==> src/rtl/pwm_duty_ramp_if.sv <==
// Command/status bundle between the j1 CPU register block and the duty ramp.
//
// Handshake: every wr_* line is a one-cycle write strobe with no ready and no
// back-pressure. The payload (target_in, rate_in or step_in) must be valid in
// the same cycle as its strobe, and it is captured on that rising clk edge.
// estop is a level, not a strobe. duty, busy, at_target and state_dbg are
// registered and change together on the same edge.
interface pwm_duty_ramp_if #(
  parameter int L  = 10,
  parameter int RW = 16
) ();
  logic          wr_target;
  logic [L-1:0]  target_in;
  logic          wr_rate;
  logic [RW-1:0] rate_in;
  logic          wr_step;
  logic [L-1:0]  step_in;
  logic          estop;
  logic [L-1:0]  duty;
  logic          busy;
  logic          at_target;
  logic [1:0]    state_dbg;

  modport master (
    output wr_target, target_in, wr_rate, rate_in, wr_step, step_in, estop,
    input  duty, busy, at_target, state_dbg
  );

  modport slave (
    input  wr_target, target_in, wr_rate, rate_in, wr_step, step_in, estop,
    output duty, busy, at_target, state_dbg
  );
endinterface

==> src/rtl/pwm_duty_ramp.sv <==
// Slew-rate limiter in front of the motor PWM generator. The duty output moves
// toward the CPU-written target by step_q every rate_q clocks, and estop forces
// the duty to zero on the next edge.
module pwm_duty_ramp #(
  parameter int L        = 10,
  parameter int RW       = 16,
  parameter int RATE_RST = 1000
) (
  input  logic           clk,
  input  logic           rst,
  pwm_duty_ramp_if.slave bus
);

  typedef enum logic [1:0] {
    IDLE = 2'd0,
    UP   = 2'd1,
    DOWN = 2'd2,
    STOP = 2'd3
  } state_t;

  state_t        state;
  logic [L-1:0]  duty;
  logic [L-1:0]  target_q;
  logic [L-1:0]  step_q;
  logic [RW-1:0] rate_q;
  logic [RW-1:0] tick;
  logic          busy;
  logic          at_target;

  logic [L:0]    up_sum;
  logic          up_hit;
  logic          dn_hit;
  logic [RW:0]   tick_nx;
  logic          step_due;
  logic [RW-1:0] rate_eff;
  logic [L-1:0]  step_eff;

  // Step arithmetic and interval check. The up sum carries an extra bit so a
  // large step near full scale clamps to the target instead of wrapping.
  // A rate of zero makes every edge a step edge.
  always_comb begin
    up_sum   = {1'b0, duty} + {1'b0, step_q};
    up_hit   = (up_sum >= {1'b0, target_q});
    dn_hit   = (step_q > duty) || ((duty - step_q) <= target_q);
    tick_nx  = {1'b0, tick} + {{RW{1'b0}}, 1'b1};
    step_due = (tick_nx >= {1'b0, rate_q});
    rate_eff = bus.wr_rate ? bus.rate_in : rate_q;
    step_eff = (bus.step_in == '0) ? L'(1) : bus.step_in;
  end

  // Ramp FSM with config registers and registered status outputs.
  always_ff @(posedge clk) begin
    if (rst) begin
      duty      <= '0;
      target_q  <= '0;
      rate_q    <= RW'(RATE_RST);
      step_q    <= L'(1);
      tick      <= '0;
      state     <= IDLE;
      busy      <= 1'b0;
      at_target <= 1'b1;
    end else begin
      if (bus.wr_rate) rate_q <= bus.rate_in;
      if (bus.wr_step) step_q <= step_eff;

      if (bus.estop) begin
        duty      <= '0;
        target_q  <= '0;
        tick      <= '0;
        state     <= STOP;
        busy      <= 1'b0;
        at_target <= 1'b0;
      end else if (bus.wr_target) begin
        target_q <= bus.target_in;
        tick     <= '0;
        if (rate_eff == '0 || bus.target_in == duty) begin
          duty      <= bus.target_in;
          state     <= IDLE;
          busy      <= 1'b0;
          at_target <= 1'b1;
        end else begin
          state     <= (bus.target_in > duty) ? UP : DOWN;
          busy      <= 1'b1;
          at_target <= 1'b0;
        end
      end else begin
        case (state)
          UP, DOWN: begin
            if (step_due) begin
              tick <= '0;
              if ((state == UP) ? up_hit : dn_hit) begin
                duty      <= target_q;
                state     <= IDLE;
                busy      <= 1'b0;
                at_target <= 1'b1;
              end else begin
                duty <= (state == UP) ? up_sum[L-1:0] : (duty - step_q);
              end
            end else begin
              tick <= tick_nx[RW-1:0];
            end
          end
          default: ;
        endcase
      end
    end
  end

  assign bus.duty      = duty;
  assign bus.busy      = busy;
  assign bus.at_target = at_target;
  assign bus.state_dbg = state;

endmodule

==> src/flat_wrapper.sv <==
// flat-port wrapper written by rule: the top's interface ports become plain ports
module pwm_duty_ramp_flat 
#(
  parameter int L        = 10,
  parameter int RW       = 16,
  parameter int RATE_RST = 1000
)
  (clk, rst, bus_wr_target, bus_target_in, bus_wr_rate, bus_rate_in, bus_wr_step, bus_step_in, bus_estop, bus_duty, bus_busy, bus_at_target, bus_state_dbg);
  pwm_duty_ramp_if #(.L(L), .RW(RW)) bus_i ();
  input  logic clk;
  input  logic rst;
  input wire logic [$bits(bus_i.wr_target)-1:0] bus_wr_target;
  input wire logic [$bits(bus_i.target_in)-1:0] bus_target_in;
  input wire logic [$bits(bus_i.wr_rate)-1:0] bus_wr_rate;
  input wire logic [$bits(bus_i.rate_in)-1:0] bus_rate_in;
  input wire logic [$bits(bus_i.wr_step)-1:0] bus_wr_step;
  input wire logic [$bits(bus_i.step_in)-1:0] bus_step_in;
  input wire logic [$bits(bus_i.estop)-1:0] bus_estop;
  output wire logic [$bits(bus_i.duty)-1:0] bus_duty;
  output wire logic [$bits(bus_i.busy)-1:0] bus_busy;
  output wire logic [$bits(bus_i.at_target)-1:0] bus_at_target;
  output wire logic [$bits(bus_i.state_dbg)-1:0] bus_state_dbg;
  assign bus_i.wr_target = bus_wr_target;
  assign bus_i.target_in = bus_target_in;
  assign bus_i.wr_rate = bus_wr_rate;
  assign bus_i.rate_in = bus_rate_in;
  assign bus_i.wr_step = bus_wr_step;
  assign bus_i.step_in = bus_step_in;
  assign bus_i.estop = bus_estop;
  assign bus_duty = bus_i.duty;
  assign bus_busy = bus_i.busy;
  assign bus_at_target = bus_i.at_target;
  assign bus_state_dbg = bus_i.state_dbg;
  pwm_duty_ramp #(.L(L), .RW(RW), .RATE_RST(RATE_RST)) u_core (.clk(clk), .rst(rst), .bus(bus_i));
endmodule
==> config.mk <==
export PLATFORM = sky130hd
export DESIGN_NAME = pwm_duty_ramp_flat
export DESIGN_NICKNAME = d
export VERILOG_FILES = /design/src/rtl/pwm_duty_ramp_if.sv /design/src/rtl/pwm_duty_ramp.sv /design/src/flat_wrapper.sv
export SDC_FILE = /design/constraint.sdc
export NUM_CORES = 1
export LEC_CHECK = 0
export BUFFER_PORTS_ARGS = -buffer_cell sky130_fd_sc_hd__buf_2
export CELL_PAD_IN_SITES_DETAIL_PLACEMENT = 2
export CELL_PAD_IN_SITES_GLOBAL_PLACEMENT = 2
export CORE_MARGIN = 8
export CORE_UTILIZATION = 39
export CTS_BUF_LIST = sky130_fd_sc_hd__clkbuf_8
export CTS_CLUSTER_DIAMETER = 100
export DETAILED_ROUTE_END_ITERATION = 7
export GPL_TIMING_DRIVEN = 0
export PLACE_DENSITY = 0.93
export SETUP_SLACK_MARGIN = 0.2
export SYNTH_ARGS = -nofsm -noshare
export SYNTH_HDL_FRONTEND = slang
export SYNTH_SLANG_ARGS = --single-unit
export TNS_END_PERCENT = 100
==> constraint.sdc <==
create_clock -name clk -period 11.38 [get_ports clk]
set_input_delay 0.569 -clock clk [delete_from_list [all_inputs] [get_ports clk]]
set_output_delay 0.569 -clock clk [all_outputs]
set_load 0.02 [all_outputs]
# After elaboration in Yosys (flattened, before gate mapping)
# Cells that the tools add are included.
# W data, S select, Z words.
[totals]
inputBits = 42
ff_bits = 66
out_inout_bits = 14
word_cells = 64
[op_classes]
n_mux = 28
add_sub_neg = 3
order_cmp = 5
n_eq_ne = 4
reduce_logical = 16
[op_table]
columns = ["op", "n"]
rows = [
  ["$mux W10", 7],
  ["$mux W16", 2],
  ["$gt A10 B10 Y1", 2],
  ["$add A16 B1 Y17 const B", 1],
  ["$ge A17 B16 Y1", 1],
  ["$logic_not A16 Y1", 1],
  ["$mux W2", 7],
  ["$mux W1", 12],
  ["$add A10 B10 Y11", 1],
  ["$ge A11 B10 Y1", 1],
  ["$eq A10 B10 Y1", 1],
  ["$le A10 B10 Y1", 1],
  ["$logic_not A10 Y1", 1],
  ["$sub A10 B10 Y10", 1],
  ["$reduce_and A3 Y1", 3],
  ["$reduce_bool A3 Y1", 3],
  ["$reduce_bool A2 Y1", 3],
  ["$reduce_or A2 Y1", 2],
  ["$reduce_or A3 Y1", 1],
  ["$eq A2 B1 Y1 const B", 1],
  ["$eq A2 B2 Y1 const B", 1],
  ["$logic_or A1 B1 Y1", 2],
  ["$ne A2 B1 Y1 const B", 1],
]

# Depth between registers and ports, before layout
# Gate-level depths: netlist (run 1).
[logic_depth]
ltp_word = 9
depth_mapped = 20
depth_no_buf = 18

# Worst setup path before layout (run 1)
# OpenSTA, ideal clock, no wires.
[synth_path]
path_type = "register to register"
startpoint = "reg u_core.duty[3] (netlist: u_core.bus.duty[3])"
endpoint = "reg u_core.duty[4] (netlist: u_core.bus.duty[4])"
n_path_buf = 2
path_slack_ns = 7.586
required_time_ns = 11.246
period_less_slack_ns = 3.794
arrival_ns = 3.660
path_stages_with_launch = 19
setup_ns = 0.134
cell_sequence = "dfxtp_1 -> ha_1 -> clkbuf_1 -> o2111a_1 -> nor3_1 -> or2_2 -> o21bai_1 -> a21oi_1 -> xnor2_1 -> ha_1 -> o21ai_0 -> a211oi_1 -> o221ai_1 -> a221oi_1 -> a21o_1 -> buf_2 -> nor2_1 -> o311ai_0 -> o31ai_1"
[synth_between]
elab_chain_cells = 8
word_cells_on_any_way = 16
cone_classes = "add/sub (2); order compare (3); eq/ne (2); mux (6); reduce/logical (3)"
[synth_lines]
columns = ["item", "line_no", "text"]
rows = [
  ["start: declaration", "pwm_duty_ramp.sv:22", "logic [L-1:0] duty;"],
  ["start signal: assignment", "pwm_duty_ramp.sv:77", "duty <= bus.target_in;"],
  ["start signal: assignment", "pwm_duty_ramp.sv:92", "duty <= target_q;"],
  ["start signal: assignment", "pwm_duty_ramp.sv:97", "duty <= (state == UP) ? up_sum[L-1:0] : (duty - step_q);"],
  ["$sub A10 B10 Y10", "pwm_duty_ramp.sv:44, pwm_duty_ramp.sv:97", ""],
  ["$le A10 B10 Y1", "pwm_duty_ramp.sv:44", "dn_hit = (step_q > duty) || ((duty - step_q) <= target_q);"],
  ["$logic_or A1 B1 Y1", "pwm_duty_ramp.sv:44", ""],
  ["$mux W1", "pwm_duty_ramp.sv:91", "if ((state == UP) ? up_hit : dn_hit) begin"],
  ["$mux W10", "pwm_duty_ramp.sv:91", ""],
  ["$mux W10", "pwm_duty_ramp.sv:89", "if (step_due) begin"],
  ["$mux W10", "pwm_duty_ramp.sv:87", "case (state)"],
  ["$mux W10", "pwm_duty_ramp.sv:73", "end else if (bus.wr_target) begin"],
]
# Several ways; a longest one is shown, not always the timed one. The select of a mux whose other input is x is not followed.
# A chain may end at the register's enable or synchronous reset.

# Worst setup path in the final report (run 1)
[layout_path]
startpoint = "reg u_core.step_q[3]"
endpoint = "reg u_core.duty[8] (netlist: u_core.bus.duty[8])"
[layout_between]
elab_chain_cells = 8
word_cells_on_any_way = 12
cone_classes = "add/sub (2); order compare (3); mux (6); reduce/logical (1)"
[layout_lines]
columns = ["item", "line_no", "text"]
rows = [
  ["start: declaration", "pwm_duty_ramp.sv:24", "logic [L-1:0] step_q;"],
  ["start signal: assignment", "pwm_duty_ramp.sv:64", "if (bus.wr_step) step_q <= step_eff;"],
  ["$sub A10 B10 Y10", "pwm_duty_ramp.sv:44, pwm_duty_ramp.sv:97", ""],
  ["$le A10 B10 Y1", "pwm_duty_ramp.sv:44", ""],
  ["$logic_or A1 B1 Y1", "pwm_duty_ramp.sv:44", ""],
  ["$mux W1", "pwm_duty_ramp.sv:91", ""],
  ["$mux W10 *", "pwm_duty_ramp.sv:91", ""],
  ["$mux W10 *", "pwm_duty_ramp.sv:89", ""],
  ["$mux W10 *", "pwm_duty_ramp.sv:87", ""],
  ["$mux W10 *", "pwm_duty_ramp.sv:73", ""],
]
# Every way passes the cells marked *; elsewhere a longest branch is shown, timed or not. The select of a mux whose other input is x is not followed.

==> flow_metrics.env, run 1 <==
export IMPL_num_antenna_cells=0
export IMPL_ys_flop_type="dfxtp_1"
export IMPL_multi_input_area_mm2=0.00346
export IMPL_postLayoutCoreUtil=0.444
export IMPL_synthDistinctLibCells=60
export IMPL_timing_rr_end="u_core.bus.duty[8]"
export IMPL_syn_cell_area_mm2=0.00514
export IMPL_synth_top_area_cell="dfxtp_1"
export IMPL_cts_resized=0
export IMPL_cts_buffers=9
export IMPL_arrival_ns=5.06
export IMPL_dieArea_mm2=0.0171
export IMPL_register_area_mm2=0.00132
export IMPL_startpoint="u_core.step_q[3]"
export IMPL_synth_area_leaders="dfxtp_1 (26%), ha_1 (17%), mux2i_1 (6.8%)"
export IMPL_clockRootBuffer="clkbuf_8"
export IMPL_synth_top_cells_by_count="ha_1 (68), dfxtp_1 (66), nor2_1 (65)"
export IMPL_critPathMaxFanout=10
export IMPL_synth_nets=753
export IMPL_via_per_inst=5.88
export IMPL_finClkSkew_ns=0.0238
export IMPL_grt_pass1_wl_um=33800
export IMPL_first_global_vias=5948
export IMPL_die_h_um=131
export IMPL_synth_top_area_frac=0.257
export IMPL_synth_seq_cells=66
export IMPL_critPathLaunchType="flip-flop"
export IMPL_reg2regPathDepth=19
export IMPL_slew_headroom=0.494
export IMPL_grt_start_max_net_pins=13
export IMPL_ff2ff_setup_slack_ns=6.63
export IMPL_critPathRequiredTime_ns=11.69
export IMPL_gp_congestion=0.876
export IMPL_vias=5224
export IMPL_ys_seq_area_frac=0.257
export IMPL_synth_cells=641
export IMPL_ant_nets=0
export IMPL_grt_use_total=0.262
export IMPL_dr_first_iter_drc_count=349
export IMPL_finalSetupTns_ns=0
export IMPL_power_density_mw_per_mm2=106
export IMPL_drc=0
export IMPL_crit_path_cell_trace="inv_1, ha_1, clkbuf_1, o2111a_1, nor3_1, or2_2, o21bai_1, a21oi_1, xnor2_1, ha_1, o21ai_0, a211oi_1, o221ai_1, a221oi_1, a21o_1, buf_2, nor2_1, a311oi_1, o221a_2"
export IMPL_vdd_drop_max_mv=0.0547
export IMPL_die_x_um=131
export IMPL_rsz0062_at_grt="false"
export IMPL_initial_core_util=0.393
export IMPL_grt_overflow_total=0
export IMPL_status="completed"
export IMPL_avgRoutedWirePerCell_um=24.4
export IMPL_antenna_found_initial=1
export IMPL_slew_viol_final=0
export IMPL_maxCapViolCount=0
export IMPL_clkTransAtPathRegs_ns=0.09
export IMPL_layout_drive_gt1_share=0.115
export IMPL_r2r_start="u_core.step_q[3]"
export IMPL_clock_sinks=66
export IMPL_post_cts_buffers=0
export IMPL_period_needed_ns=4.75
export IMPL_setup_slack_ns=6.63
export IMPL_yosysWarnings=0
export IMPL_tightest_slew_ns=0.739
export IMPL_power_mw=0.615
export IMPL_postSynthAreaPerCell_um2=8.02
export IMPL_worst_hold_path_type="input pin to flip-flop"
export IMPL_crit_end="u_core.bus.duty[8]"
export IMPL_place_ws_ns=6.80
export IMPL_hold_viol=0
export IMPL_synth_edf_count=0
export IMPL_cts_buffer_depth=2
export IMPL_port_buffers=55
export IMPL_cts_tree="yes"
export IMPL_io_pin_count=56
export IMPL_slowest_delay_ns=0.39
export IMPL_area_delta_synth_final_pct=13.0
export IMPL_cts_hold_buf=0
export IMPL_layout_worst_path_cycle_share=0.417
export IMPL_htree_levels=3
export IMPL_drt_first_pass_iters=5
export IMPL_nets=819
export IMPL_yosysMostFrequentCell="ha_1"
export IMPL_fmax_mhz=211
export IMPL_slowest_stage="dfxtp_1"
export IMPL_placementRows=42
export IMPL_dp_hpwl_um=16500
export IMPL_dp_cells=872
export IMPL_end_kind="flip-flop"
export IMPL_clk_latency_ns=0.39
export IMPL_ys_async_sr_fraction=0
export IMPL_fin_cells=888
export IMPL_crit_path_frequent_cell="ha_1"
export IMPL_leakagePower_nw=2.55
export IMPL_routed_wl_um=21700
export IMPL_crit_type="flip-flop to flip-flop"
export IMPL_num_fill_cells=1457
export IMPL_setup_viol=0
export IMPL_core_area_mm2=0.0131
logic make-up after synthesis:
group           count (synthesis)  share of synthesized area
simple gates                  199                      0.189
compound gates                146                      0.187
buf+inv                        93                     0.0706
fa+ha+maj                      70                      0.173
flops                          66                      0.257
mux                            36                     0.0703
xor+xnor                       31                     0.0528
power breakdown:
| group | switching (mW) | internal, mW | total (mW) |
|---|---|---|---|
| Combinational | 0.111 | 0.0661 | 0.177 |
| Clock | 0.110 | 0.0781 | 0.189 |
| Sequential | 0.0101 | 0.240 | 0.250 |
| Total | 0.231 | 0.384 | 0.615 |
state kept, by name (all words and copies together), names as in the netlist:
signal,count
u_core.rate_q,16
u_core.tick,16
u_core.bus.duty,10
u_core.step_q,10
u_core.target_q,10
u_core.bus.state_dbg,2
u_core.bus.at_target,1
u_core.bus.busy,1
area by class of cell:
type                            count  share of cell area
Clock inverter                      7             0.00818
Tap cell                          176              0.0379
Timing Repair Buffer               55              0.0474
Sequential cell                    66               0.227
Inverter                           64              0.0414
Clock buffer                        9              0.0213
Multi-Input combinational cell    482               0.595
Buffer                             29              0.0211
critical path: cells and delay by family, from the launching register on:
family,cells,cell delay [ns]
simple gates,3,0.49
flops,1,0.39
buf+inv,3,0.73
fa+ha+maj,2,0.61
xor+xnor,1,0.18
compound gates,10,2.28
layout by cell type (no fill, tap or decap), types with 4 or more instances in the layout:
master and count:
a211o_1 4, a211oi_1 6, a21o_1 12, a21oi_1 43, a22oi_1 4, a31oi_1 5
buf_2 57, clkbuf_1 23, clkbuf_8 9, clkinvlp_4 4, dfxtp_1 66, ha_1 68
inv_1 64, mux2i_1 35, nand2_1 42, nand2b_1 9, nand3_1 13, nand3b_1 7
nand4_1 7, nor2_1 65, nor2b_1 13, nor3_1 13, nor4_1 10, o211ai_1 10
o21a_1 7, o21ai_0 23, o31ai_1 6, xnor2_1 21, xor2_1 10
metal layers:
metal  up-vias  share of wire  track usage
met5         -        0.00069            0
li1       2379              -            -
met1      2637           0.41        0.297
met2       142           0.50        0.462
met3        64          0.044       0.0515
met4         2          0.040        0.128
how the worst min path moves through the flow:
| stage | startpoint | to | depth (start not counted) |
|---|---|---|---|
| floorplan | u_core.target_q[6] | u_core.target_q[6] | 2 |
| global placement | u_core.target_q[6] | u_core.target_q[6] | 2 |
| detailed placement | u_core.target_q[6] | u_core.target_q[6] | 2 |
| CTS | bus_rate_in[9] | u_core.rate_q[9] | 3 |
| global route | bus_rate_in[9] | u_core.rate_q[9] | 3 |
| finish | bus_rate_in[5] | u_core.rate_q[5] | 3 |
stage by stage:
step	hold WS [ns]	cell area, um^2
finish	0.445	5810
floorplan	0.445	5140
detailed placement	0.480	5640
global route	0.456	5810
global placement	0.454	5640
CTS	0.439	5810
Note: power is estimated with default switching activity, not from simulation.
==> run 2: changes to the inputs <==
--- a/config.mk
+++ b/config.mk
@@ -9,12 +9,12 @@
 export CELL_PAD_IN_SITES_DETAIL_PLACEMENT = 2
 export CELL_PAD_IN_SITES_GLOBAL_PLACEMENT = 2
 export CORE_MARGIN = 8
-export CORE_UTILIZATION = 39
+export CORE_UTILIZATION = 36
 export CTS_BUF_LIST = sky130_fd_sc_hd__clkbuf_8
 export CTS_CLUSTER_DIAMETER = 100
 export DETAILED_ROUTE_END_ITERATION = 7
 export GPL_TIMING_DRIVEN = 0
-export PLACE_DENSITY = 0.93
+export PLACE_DENSITY = 0.87
 export SETUP_SLACK_MARGIN = 0.2
 export SYNTH_ARGS = -nofsm -noshare
 export SYNTH_HDL_FRONTEND = slang
==> constraint.sdc (replaced) <==
create_clock -name clk -period 4.9 [get_ports clk]
set_input_delay 0.245 -clock clk [delete_from_list [all_inputs] [get_ports clk]]
set_output_delay 0.245 -clock clk [all_outputs]
set_load 0.02 [all_outputs]
==> flow_metrics.env, run 2 (same netlist as run 1, synthesis figures left out) <==
export IMPL_crit_type="flip-flop to flip-flop"
export IMPL_top_regs="u_core.rate_q x16, u_core.tick x16"
export IMPL_first_global_vias=5733
export IMPL_dpl_cell_area_mm2=0.00564
export IMPL_dieArea_mm2=0.0184
export IMPL_num_fill_cells=1609
export IMPL_port_buffers=55
export IMPL_cts_hold_buf=0
export IMPL_placementRows=43
export IMPL_layout_drive_gt1_share=0.119
export IMPL_avgRoutedWirePerCell_um=20.6
export IMPL_setup_slack_ns=0.470
export IMPL_period_needed_ns=4.43
export IMPL_post_cts_buffers=0
export IMPL_cts_tree="yes"
export IMPL_leakagePower_nw=2.59
export IMPL_p_switching_mw=0.498
export IMPL_grt_use_total=0.207
export IMPL_grt_pass1_wl_um=29800
export IMPL_stdcell_area_mm2=0.00587
export IMPL_critPathMaxFanout=10
export IMPL_grt_overflow_total=0
export IMPL_finClkSkew_ns=0.0155
export IMPL_antenna_found_initial=0
export IMPL_vias=4938
export IMPL_drt_first_pass_iters=5
export IMPL_seq_power_share=0.383
export IMPL_whs_ns=0.124
export IMPL_cts_buffer_depth=2
export IMPL_clockRootBuffer="clkbuf_8"
export IMPL_dp_cells=876
export IMPL_pwr_share_clk=0.357
export IMPL_postLayoutCoreUtil=0.421
export IMPL_fmax_mhz=226
export IMPL_critPathLaunchType="flip-flop"
export IMPL_gp_congestion=0.846
export IMPL_power_mw=1.51
export IMPL_end_kind="flip-flop"
export IMPL_setup_viol=0
export IMPL_via_per_inst=5.54
export IMPL_finalSetupTns_ns=0
export IMPL_clk_latency_ns=0.38
export IMPL_initial_core_util=0.369
export IMPL_clock_sinks=66
export IMPL_io_pin_count=56
export IMPL_routed_wl_um=18400
export IMPL_die_h_um=136
export IMPL_rsz0062_at_grt="false"
export IMPL_ant_nets=0
export IMPL_layout_common_cells="ha_1 (68), dfxtp_1 (66), nor2_1 (65)"
export IMPL_final_common_cell="ha_1"
export IMPL_slew_headroom=0.452
export IMPL_slew_viol_final=0
export IMPL_hold_viol=0
export IMPL_fin_cells=892
export IMPL_power_density_mw_per_mm2=256
export IMPL_ff2ff_setup_slack_ns=0.47
export IMPL_dp_hpwl_um=14900
export IMPL_comb_power_share=0.261
export IMPL_drc=0
export IMPL_place_ws_ns=0.355
export IMPL_area_delta_synth_final_pct=14.2
export IMPL_dr_first_iter_drc_count=170
export IMPL_critPathRequiredTime_ns=5.13
export IMPL_vdd_drop_max_mv=0.117
export IMPL_nets=819
export IMPL_die_x_um=136
export IMPL_core_area_mm2=0.0139
export IMPL_cts_buffers=9
export IMPL_maxCapViolCount=0
export IMPL_arrival_ns=4.66
export IMPL_num_antenna_cells=0
export IMPL_status="completed"
export IMPL_grt_start_max_net_pins=12
export IMPL_clkTransAtPathRegs_ns=0.09
export IMPL_layout_worst_path_cycle_share=0.904
export IMPL_worst_hold_path_type="input pin to flip-flop"
export IMPL_htree_levels=3
export IMPL_p_int_mw=1.01
export IMPL_tightest_slew_ns=0.822
export IMPL_sw_frac_of_total=0.331
run 2: critical path: stages, from the launching register on:
cell,delay (ns)
dfxtp_1,0.41
inv_1,0.11
ha_1,0.31
nor2b_1,0.22
o2111a_1,0.26
nor3_2,0.08
or2_2,0.31
o21bai_1,0.14
a21oi_1,0.10
xnor2_1,0.19
ha_1,0.35
o21ai_0,0.10
a211oi_1,0.29
o221ai_1,0.17
a221oi_1,0.30
a21o_1,0.18
clkbuf_4,0.24
nor2_1,0.06
o311ai_0,0.34
o31ai_1,0.14
run 2: what timing repair did:
item                                    4_1_cts  5_1_grt
endpoints found under the setup margin        0        9
gates resized for setup                       0        6
hold endpoints to repair                      0        0
run 2: power groups by stage:
stage	combinational, mW	clock [mW]	sequential, mW
6_report	0.392	0.537	0.576
5_1_grt	0.431	0.572	0.579
4_1_cts	0.394	0.549	0.576
3_5_place_dp	0.386	0	0.588
3_3_place_gp	0.360	0	0.586
2_1_floorplan	0.250	0	0.587
run 2: area by class of cell:
type                    count  area (um^2)  area share
well taps                 180          225      0.0384
repair buffers             55          275      0.0469
clock inverters             6         81.3      0.0139
plain buffers              29          128      0.0217
clock buffers              10          138      0.0234
flip-flops and latches     66         1320       0.225
inverters                  64          240      0.0409
multi-input cells         482         3460       0.590
run 2: final timing paths:
kind	from	to	cells after the start
max	u_core.step_q[1]	u_core.bus.duty[4]	19
max reg2reg	u_core.step_q[1]	u_core.bus.duty[4]	19
min	bus_rate_in[9]	u_core.rate_q[9]	3
min reg2reg	u_core.tick[11]	u_core.tick[11]	2
run 2: metal layers:
| metal | GRT usage | vias up | wire [um] |
|---|---|---|---|
| li1 | - | 2386 | - |
| met5 | 0 | - | 0 |
| met2 | 0.392 | 76 | 9850 |
| met3 | 0.0415 | 32 | 501 |
| met1 | 0.217 | 2444 | 7420 |
| met4 | 0.0864 | 0 | 645 |
==> run 3: changes to the inputs <==
--- a/config.mk
+++ b/config.mk
@@ -15,6 +15,7 @@
 export DETAILED_ROUTE_END_ITERATION = 7
 export GPL_TIMING_DRIVEN = 0
 export PLACE_DENSITY = 0.87
+export RECOVER_POWER = 50
 export SETUP_SLACK_MARGIN = 0.2
 export SYNTH_ARGS = -nofsm -noshare
 export SYNTH_HDL_FRONTEND = slang
==> flow_metrics.env, run 3 (same netlist as run 1, synthesis figures left out) <==
export IMPL_final_common_cell="ha_1"
export IMPL_cts_buffers=9
export IMPL_maxCapViolCount=0
export IMPL_nets=819
export IMPL_vias=4935
export IMPL_drt_first_pass_iters=5
export IMPL_crit_type="flip-flop to flip-flop"
export IMPL_io_pin_count=56
export IMPL_clkTransAtPathRegs_ns=0.09
export IMPL_status="completed"
export IMPL_grt_overflow_total=0
export IMPL_slowest_stage="dfxtp_1"
export IMPL_layout_common_cells="ha_1 (68), dfxtp_1 (66), nor2_1 (65)"
export IMPL_antenna_found_initial=0
export IMPL_finClkSkew_ns=0.0157
export IMPL_stdcell_area_mm2=0.00584
export IMPL_period_needed_ns=4.43
export IMPL_cts_buffer_depth=2
export IMPL_initial_core_util=0.369
export IMPL_hold_viol=0
export IMPL_dp_cells=876
export IMPL_dpl_cell_area_mm2=0.00564
export IMPL_die_h_um=136
export IMPL_top_regs="u_core.rate_q x16, u_core.tick x16"
export IMPL_gp_congestion=0.846
export IMPL_layout_drive_gt1_share=0.0955
export IMPL_vdd_drop_max_mv=0.117
export IMPL_first_global_vias=5733
export IMPL_core_area_mm2=0.0139
export IMPL_avgRoutedWirePerCell_um=20.7
export IMPL_end_kind="flip-flop"
export IMPL_htree_levels=3
export IMPL_critPathLaunchType="flip-flop"
export IMPL_num_fill_cells=1615
export IMPL_fin_cells=892
export IMPL_port_buffers=55
export IMPL_placementRows=43
export IMPL_drc=0
export IMPL_leakagePower_nw=2.53
export IMPL_crit_path_frequent_cell="ha_1"
export IMPL_clk_latency_ns=0.38
export IMPL_dieArea_mm2=0.0184
export IMPL_slowest_delay_ns=0.41
export IMPL_grt_pass1_wl_um=29800
export IMPL_fmax_mhz=226
export IMPL_critPathRequiredTime_ns=5.13
export IMPL_power_mw=1.50
export IMPL_arrival_ns=4.66
export IMPL_post_cts_buffers=0
export IMPL_setup_viol=0
export IMPL_via_per_inst=5.53
export IMPL_routed_wl_um=18400
export IMPL_tightest_slew_ns=0.820
export IMPL_slew_headroom=0.453
export IMPL_ant_nets=0
export IMPL_crit_path_cell_trace="inv_1, ha_1, nor2b_1, o2111a_1, nor3_2, or2_2, o21bai_1, a21oi_1, xnor2_1, ha_1, o21ai_0, a211oi_1, o221ai_1, a221oi_1, a21o_1, clkbuf_4, nor2_1, o311ai_0, o31ai_1"
export IMPL_rsz0062_at_grt="false"
export IMPL_worst_hold_path_type="input pin to flip-flop"
export IMPL_clockRootBuffer="clkbuf_8"
export IMPL_cts_tree="yes"
export IMPL_clock_sinks=66
export IMPL_num_antenna_cells=0
export IMPL_dr_first_iter_drc_count=188
export IMPL_power_density_mw_per_mm2=257
export IMPL_dp_hpwl_um=14900
export IMPL_grt_use_total=0.207
export IMPL_die_x_um=136
export IMPL_critPathMaxFanout=10
export IMPL_area_delta_synth_final_pct=13.6
export IMPL_grt_start_max_net_pins=12
export IMPL_finalSetupTns_ns=0
export IMPL_slew_viol_final=0
export IMPL_layout_worst_path_cycle_share=0.903
[run 3: cell types whose count changed in the layout (fill, tap and decap cells not counted)]
| cell | previous run | this run |
|---|---|---|
| buf_1 | 2 | 1 |
| buf_2 | 56 | 40 |
| clkbuf_1 | 21 | 39 |
| buf_6 | 1 | 0 |
[run 3: final timing paths]
path,from,to,slack (ns),depth (start not counted)
hold / removal,bus_rate_in[9],u_core.rate_q[9],0.12,3
setup reg to reg,u_core.step_q[1],u_core.bus.duty[4],0.47,19
hold reg to reg,u_core.tick[11],u_core.tick[11],0.50,2
setup / recovery,u_core.step_q[1],u_core.bus.duty[4],0.47,19
[run 3: layer usage]
layer	vias to the layer above	global-route usage	wire [um]
met5	-	0	0
met4	0	0.0864	651
met3	34	0.0415	523
met2	77	0.392	9860
met1	2439	0.217	7390
li1	2385	-	-
[run 3: power breakdown]
group,leakage [nW],switching (mW),internal (mW)
logic,1.88,0.239,0.151
registers,0.540,0.0191,0.557
clock network,0.113,0.238,0.297
[run 3: repair_timing]
| item | 4_1_cts | 5_1_grt |
|---|---|---|
| resized for setup | 0 | 6 |
| hold endpoints to repair | 0 | 0 |
| endpoints found under the setup margin | 0 | 9 |
| hold buffers | 0 | 0 |
[run 3: cell type report]
class / count / area, um^2 / area share
clock buffer: 10 / 138 / 0.0235
buffer: 29 / 120 / 0.0206
inverter: 64 / 240 / 0.0411
multi-input combinational: 482 / 3460 / 0.593
tap: 180 / 225 / 0.0385
timing repair buffer: 55 / 255 / 0.0437
clock inverter: 6 / 81.3 / 0.0139
sequential: 66 / 1320 / 0.226
[run 3: metrics by stage]
step	setup WS (ns)	hold WS, ns	util
detailed placement	0.355	0.481	0.405
finish	0.474	0.121	0.419
global placement	0.580	0.454	0.405
CTS	0.302	0.110	0.421
global route	0.217	0.115	0.419
floorplan	1.11	0.371	-
[run 3: critical path: cells and delay by family, from the launching register on]
kind	cells	cell delay, ns
xor+xnor	1	0.19
simple gates	4	0.67
fa+ha+maj	2	0.67
buf+inv	2	0.35
compound gates	10	2.02
flops	1	0.41
